$ cat src/rtl/tt_load_drain_ovi.sv
`default_nettype none
// ============================================================================
// Module   : tt_load_drain_ovi
// Purpose  : Load-buffer drain engine for the OVI vector load path. Returned
//            load data is held in an LQ-indexed buffer. A drain request
//            (start lqid + entry count) is walked in order with wrap-around;
//            each valid entry is presented to the VRF writeback port and its
//            retirement is reported back to the scoreboard via o_lq_commit.
// Revision : 1.0 - initial release
// ----------------------------------------------------------------------------
// Ports
//   clk, reset_n             : clock, synchronous active-low reset
//   i_load_valid/lqid/data   : buffer fill from OVI load return
//   i_rd                     : scalar result stored with each fill (macro)
//   i_drain_load_buffer      : drain request, with i_drain_lqid_start and
//                              i_drain_ref_count (0 = nothing to drain)
//   o_draining_load_buffer   : engine busy (DRAIN or FINISH)
//   o_wb_valid/lqid/data     : writeback beat, accepted with i_wb_ready
//   o_lq_commit/o_dest_lqid  : one entry retired this cycle
//   o_fill_overflow          : sticky, a fill hit an already-valid entry
//   o_rd_valid/lqid, o_rd    : scalar result on the last commit (macro)
// Configuration
//   TT_LOAD_DRAIN_RD_EN : when defined, a 64-bit scalar result is stored per
//                         entry and forwarded on the final commit of a drain.
//                         When undefined the o_rd* outputs are tied to zero.
// ============================================================================
module tt_load_drain_ovi #(
    parameter int  DATA_WIDTH = 512,
    parameter int  LQ_DEPTH   = 8,
    localparam int LQW        = $clog2(LQ_DEPTH)
) (
    input  logic                  clk,
    input  logic                  reset_n,
    input  logic                  i_load_valid,
    input  logic [LQW-1:0]        i_load_lqid,
    input  logic [DATA_WIDTH-1:0] i_load_data,
    input  logic                  i_drain_load_buffer,
    input  logic [LQW-1:0]        i_drain_lqid_start,
    input  logic [2:0]            i_drain_ref_count,
    output logic                  o_draining_load_buffer,
    output logic                  o_wb_valid,
    input  logic                  i_wb_ready,
    output logic [LQW-1:0]        o_wb_lqid,
    output logic [DATA_WIDTH-1:0] o_wb_data,
    output logic                  o_lq_commit,
    output logic [LQW-1:0]        o_dest_lqid,
    output logic                  o_fill_overflow,
    input  logic [63:0]           i_rd,
    output logic                  o_rd_valid,
    output logic [LQW-1:0]        o_rd_lqid,
    output logic [63:0]           o_rd
);

    typedef enum logic [1:0] {
        ST_IDLE   = 2'd0,
        ST_DRAIN  = 2'd1,
        ST_FINISH = 2'd2
    } state_t;

    state_t                state;
    state_t                state_next;
    logic [LQW-1:0]        ptr;
    logic [LQW-1:0]        ptr_inc;
    logic [2:0]            remaining;
    logic [LQ_DEPTH-1:0]   valid;
    logic [DATA_WIDTH-1:0] data_mem [LQ_DEPTH];
    logic                  fill_overflow;
    logic                  pop;
    logic                  fill_accept;

    // Explicit wrap keeps the walk correct for non-power-of-two depths.
    assign ptr_inc = (ptr == LQW'(LQ_DEPTH - 1)) ? '0 : ptr + 1'b1;

    // A fill may land on the entry being popped this cycle: the pop clears
    // the old beat and the fill re-arms the entry, so it is not an overflow.
    assign fill_accept = i_load_valid &
                         (~valid[i_load_lqid] | (pop & (ptr == i_load_lqid)));

    assign o_fill_overflow = fill_overflow;

    // ------------------------------------------------------------------
    // FSM state and drain pointer
    // ------------------------------------------------------------------
    always_ff @(posedge clk) begin
        if (!reset_n) begin
            state     <= ST_IDLE;
            ptr       <= '0;
            remaining <= '0;
        end else begin
            state <= state_next;
            if (state == ST_IDLE && i_drain_load_buffer) begin
                ptr       <= i_drain_lqid_start;
                remaining <= i_drain_ref_count;
            end else if (pop) begin
                ptr       <= ptr_inc;
                remaining <= remaining - 3'd1;
            end
        end
    end

    // ------------------------------------------------------------------
    // Next-state and writeback outputs
    // ------------------------------------------------------------------
    always_comb begin
        state_next             = state;
        o_draining_load_buffer = 1'b0;
        o_wb_valid             = 1'b0;
        o_wb_lqid              = '0;
        o_wb_data              = '0;
        o_lq_commit            = 1'b0;
        o_dest_lqid            = '0;
        pop                    = 1'b0;
        case (state)
            ST_IDLE: begin
                if (i_drain_load_buffer) begin
                    state_next = (i_drain_ref_count != 3'd0) ? ST_DRAIN : ST_FINISH;
                end
            end
            ST_DRAIN: begin
                o_draining_load_buffer = 1'b1;
                o_wb_valid             = valid[ptr];
                o_wb_lqid              = ptr;
                o_wb_data              = data_mem[ptr];
                pop                    = valid[ptr] & i_wb_ready;
                if (pop) begin
                    o_lq_commit = 1'b1;
                    o_dest_lqid = ptr;
                    if (remaining == 3'd1) begin
                        state_next = ST_FINISH;
                    end
                end
            end
            ST_FINISH: begin
                o_draining_load_buffer = 1'b1;
                state_next             = ST_IDLE;
            end
            default: begin
                state_next = ST_IDLE;
            end
        endcase
    end

    // ------------------------------------------------------------------
    // Entry valid bits and sticky overflow. The fill assignment follows the
    // pop clear so a same-entry fill wins.
    // ------------------------------------------------------------------
    always_ff @(posedge clk) begin
        if (!reset_n) begin
            valid         <= '0;
            fill_overflow <= 1'b0;
        end else begin
            if (pop) begin
                valid[ptr] <= 1'b0;
            end
            if (fill_accept) begin
                valid[i_load_lqid] <= 1'b1;
            end
            if (i_load_valid && !fill_accept) begin
                fill_overflow <= 1'b1;
            end
        end
    end

    // Payload storage needs no reset; it is only observed behind valid.
    always_ff @(posedge clk) begin
        if (fill_accept) begin
            data_mem[i_load_lqid] <= i_load_data;
        end
    end

`ifdef TT_LOAD_DRAIN_RD_EN
    logic [63:0] rd_mem [LQ_DEPTH];
    logic        last_pop;

    assign last_pop = pop & (remaining == 3'd1);

    always_ff @(posedge clk) begin
        if (fill_accept) begin
            rd_mem[i_load_lqid] <= i_rd;
        end
    end

    assign o_rd_valid = last_pop;
    assign o_rd_lqid  = last_pop ? ptr : '0;
    assign o_rd       = last_pop ? rd_mem[ptr] : 64'd0;
`else
    logic unused_rd;
    assign unused_rd  = ^i_rd;
    assign o_rd_valid = 1'b0;
    assign o_rd_lqid  = '0;
    assign o_rd       = 64'd0;
`endif

endmodule
`default_nettype wire

$ cat config.mk
export PLATFORM = sky130hd
export DESIGN_NAME = tt_load_drain_ovi
export DESIGN_NICKNAME = d
export VERILOG_FILES = /design/src/rtl/tt_load_drain_ovi.sv
export SDC_FILE = /design/constraint.sdc
export NUM_CORES = 2
export LEC_CHECK = 0
export BUFFER_PORTS_ARGS = -buffer_cell sky130_fd_sc_hd__buf_2
export CORE_ASPECT_RATIO = 0.6
export CORE_UTILIZATION = 57
export DETAILED_ROUTE_END_ITERATION = 12
export PLACE_DENSITY = 0.88
export REMOVE_ABC_BUFFERS = 1
export SETUP_SLACK_MARGIN = 0.5
export SYNTH_ARGS = -nofsm -noshare
export SYNTH_HDL_FRONTEND = slang
export SYNTH_SLANG_ARGS = --single-unit
export TNS_END_PERCENT = 50
$ cat constraint.sdc
create_clock -name clk -period 60.4 [get_ports clk]
set_clock_uncertainty 0.15 [all_clocks]
set_input_delay 6.04 -clock clk [delete_from_list [all_inputs] [get_ports clk]]
set_output_delay 6.04 -clock clk [all_outputs]
set_load 0.1 [all_outputs]
==> metrics.md <==
| Metric | Value |
|---|---|
| Run status | `finished with violations` |
| Failing checks | `DRC` |
| Setup TNS | `0 ns` |
| Post-route DRC | `about 320` |
| Hold depth | `1` |
| Layout cells sized above 1 | `0.332` |
| Total global routing overflow | `0` |
| Sequential fraction of the synthesis area | `0.782` |
| CP bufs+invs | `7` |
| Rel. slew slack | `0.221` |
| DR WL/cell | `about 33 um` |
| First-pass GRT wire length | `approximately 560000 um` |
| CTS clk-pin slew, worst paths | `0.07 ns` |
| Post-CTS Hold Buffers | `0` |
| FMAX | `0.0688 GHz` |
| CP peak stage delay | `0.96 ns` |
| Core ar. | `about 0.27 mm2` |
| CTS resizes | `0` |
| Total track usage | `0.278` |
| TritonCTS clock tree | `done` |
| Remaining antenna violation count | `0` |
| Cells on worst reg2reg path | `12` |
| Clock tree buffer depth | `4` |
| Sequential power share | `0.483` |
| Slowest-stage cell, CP | `buf_4` |
| Sw power | `1900 uW` |
| Post-DP HPWL | `209000 um` |
| Die W | `681 um` |
| Clock power frac | `0.343` |
| Starting Density | `0.574` |
| Placer Congestion | `around 0.79` |
| Synth async-reset ratio | `0` |
| Mapped Area | `0.158 mm2` |
| Final setup fails | `0` |
| Largest delay share family, worst path | `buffers and inverters` |
| Post-CTS setup buffers | `0` |
| Power Density | `between 30 and 40 mW/mm2` |
| CP Capture Type | `output pin` |
| Cells after synthesis | `just under 7000` |
| Root Driver | `clkbuf_16` |
| Slew Limit Fails | `0` |
| DR vias | `just under 80000` |
| I/O Buffers | `between 1000 and 1500` |
| Worst Hold Class | `reg2reg` |
| Layout Nets | `8513` |
| Synth Flop Type | `edfxtp_1` |
| Vias in the first global route | `about 80000` |
| Hold Vio Cnt, Final | `0` |
| Worst Path Class, Setup | `reg2out` |
| VDD IR max | `between 30 and 40 uV` |
| Worst-margin pin slew | `1.17 ns` |
| CTS Buf Count | `between 300 and 400` |
| Worst EP required | `54.21 ns` |
| Final period utilization | `0.241` |
| Hold Slack | `between 0.3 and 0.4 ns` |
| Number of antenna violations at the first check in global routing | `152` |
| Worst-path fanout max | `75` |
| Largest net degree at the start of global routing | `between 100 and 150` |
| DIE AREA | `between 0.2 and 0.3 mm2` |
| Clock latency at the later pin of the worst-skew pair | `between 0.8 and 0.9 ns` |
| Syn. warnings | `0` |
| Post-synth EDFFs | `around 4000` |
| Critical Path AT | `approximately 8.4 ns` |
| LEAKAGE | `approximately 0.058 uW` |
| Critical path depth | `10` |
| RSZ-0062 raised after global routing | `no` |
| Synthesized flop and latch total | `just over 4000` |
| CP cell instances | `buf_4 -> buf_4 -> buf_4 -> buf_4 -> buf_4 -> buf_4 -> mux4_2 -> mux2i_1 -> nor2b_1 -> buf_2` |
| CTS H-Tree Depth | `5` |
| Violation count after the first detailed-route iteration | `11100` |
| CP startpoint kind | `flop` |
| Pre-Repair DR Iteration Count | `13` |
| Clk sink count | `roughly 4000` |
| Ports | `~1200` |
| WL final | `between 300000 and 400000 um` |
| Vias per inst | `about 6.5` |
| Fill count | `16100` |
| Row cnt | `~150` |
| Die span in y | `roughly 410 um` |
| Most used cell, CP | `buf_4` |
| Layout area overhead | `13.3%` |
| Tmin final | `approximately 15 ns` |
| Logic pwr share | `0.174` |
| Switching share of total power | `0.283` |
| Max-cap check violation count | `0` |
| Syn avg cell area | `~23 um2` |
| Yosys cell types | `52` |
| Internal cell power | `roughly 4800 uW` |
==> registers in the layout, indices dropped and copies added (netlist names), named ones only <==
| name | flops |
|---|---|
| remaining | 3 |
| valid | 8 |
| state | 2 |
| o_fill_overflow | 1 |
| ptr | 3 |
| data_mem | 4096 |
==> synth_stat cells, drive strengths merged (3+ instances only) <==
master	instances	area (um2)
a31oi	4	31.3
mux4	1024	23100
nand3	7	35.0
o21ai	14	70.1
nor2	13	48.8
clkbuf	146	548
o211ai	4	35.0
edfxtp	4096	123000
a21oi	9	48.8
buf	274	1560
nor2b	515	3220
nand2	19	71.3
and2	6	37.5
inv	8	30.0
ha	6	75.1
or4	3	22.5
o31ai	5	37.5
nand2b	6	37.5
mux2i	516	5160
dfxtp	20	400
nand3b	3	22.5
==> metrics by stage <==
step / cells / power, uW / cell area [um2] / util / worst slack [ns]
after floorplan: 6375 / 5100 / 156000 / - / 8.81
after global placement: 11300 / 4390 / 167000 / 0.607 / 46.85
after detailed placement: 11300 / 4430 / 167000 / 0.607 / 46.80
after CTS: 11900 / 6700 / 178000 / 0.649 / 45.92
after global routing: 12000 / 6840 / 179000 / 0.650 / 45.67
final: 12000 / 6690 / 179000 / 0.650 / 45.86
==> layer usage <==
| layer | track usage | up-vias | wire (um) |
|---|---|---|---|
| met1 | 0.356 | 40600 | 133000 |
| met5 | 0 | - | 506 |
| met3 | 0.0594 | 1092 | 42200 |
| met2 | 0.461 | 5883 | 201000 |
| met4 | 0.126 | 78 | 20300 |
| li1 | - | 30500 | - |
==> power groups by stage <==
| stage | sequential, uW | combinational (uW) | clock, uW |
|---|---|---|---|
| 2_1_floorplan | 3430 | 1670 | 0 |
| 3_3_place_gp | 3280 | 1110 | 0 |
| 3_5_place_dp | 3290 | 1140 | 0 |
| 4_1_cts | 3230 | 1160 | 2310 |
| 5_1_grt | 3230 | 1200 | 2400 |
| 6_report | 3230 | 1160 | 2290 |
==> cells in the final DEF, fill, tap and decap left out, drive strengths merged, types with 3 or more instances in the layout <==
cell type,count
clkinvlp,13
diode,121
nor2,13
clkinv,152
nand3,7
mux2i,516
nand2,19
buf,1182
and2,6
inv,19
dfxtp,20
clkbuf,429
o211ai,4
nand3b,3
a31oi,4
ha,6
o21ai,14
conb,68
a21oi,9
nor2b,515
edfxtp,4096
bufinv,31
mux4,1024
or4,3
o31ai,5
nand2b,6
==> path summary, 6_finish.rpt <==
kind,from,to,slack [ns]
hold / removal,o_fill_overflow,o_fill_overflow,0.34
setup / recovery,flop,o_wb_data[498],45.86
hold reg to reg,o_fill_overflow,o_fill_overflow,0.34
setup reg to reg,state[1],data_mem[0][110],51.75
==> cells by family (layout without fill, tap and decap cells) <==
family                     after synthesis  after routing  share of synthesized area
buffers and inverters                  429           1826                     0.0135
muxes                                 1542           1542                      0.179
xor gates and xnor gates                 3              3                   0.000167
AOI/OAI and AO/OA                       50             50                    0.00235
adders and majority gates                6              6                   0.000476
and+or+nand+nor                        581            581                     0.0226
DFF                                   4116           4116                      0.782
other                                    1            189                  0.0000238
==> layout make-up <==
class	count	area (um2)	area share
inverters	9	35.0	0.000196
diodes	121	303	0.00169
clock buffers	429	9370	0.0524
repair buffers	1182	6370	0.0356
multi-input cells	2250	32600	0.182
clock inverters	206	2020	0.0113
flip-flops and latches	4116	123000	0.690
well taps	3699	4630	0.0259
Note: power is estimated with default switching activity, not from simulation.
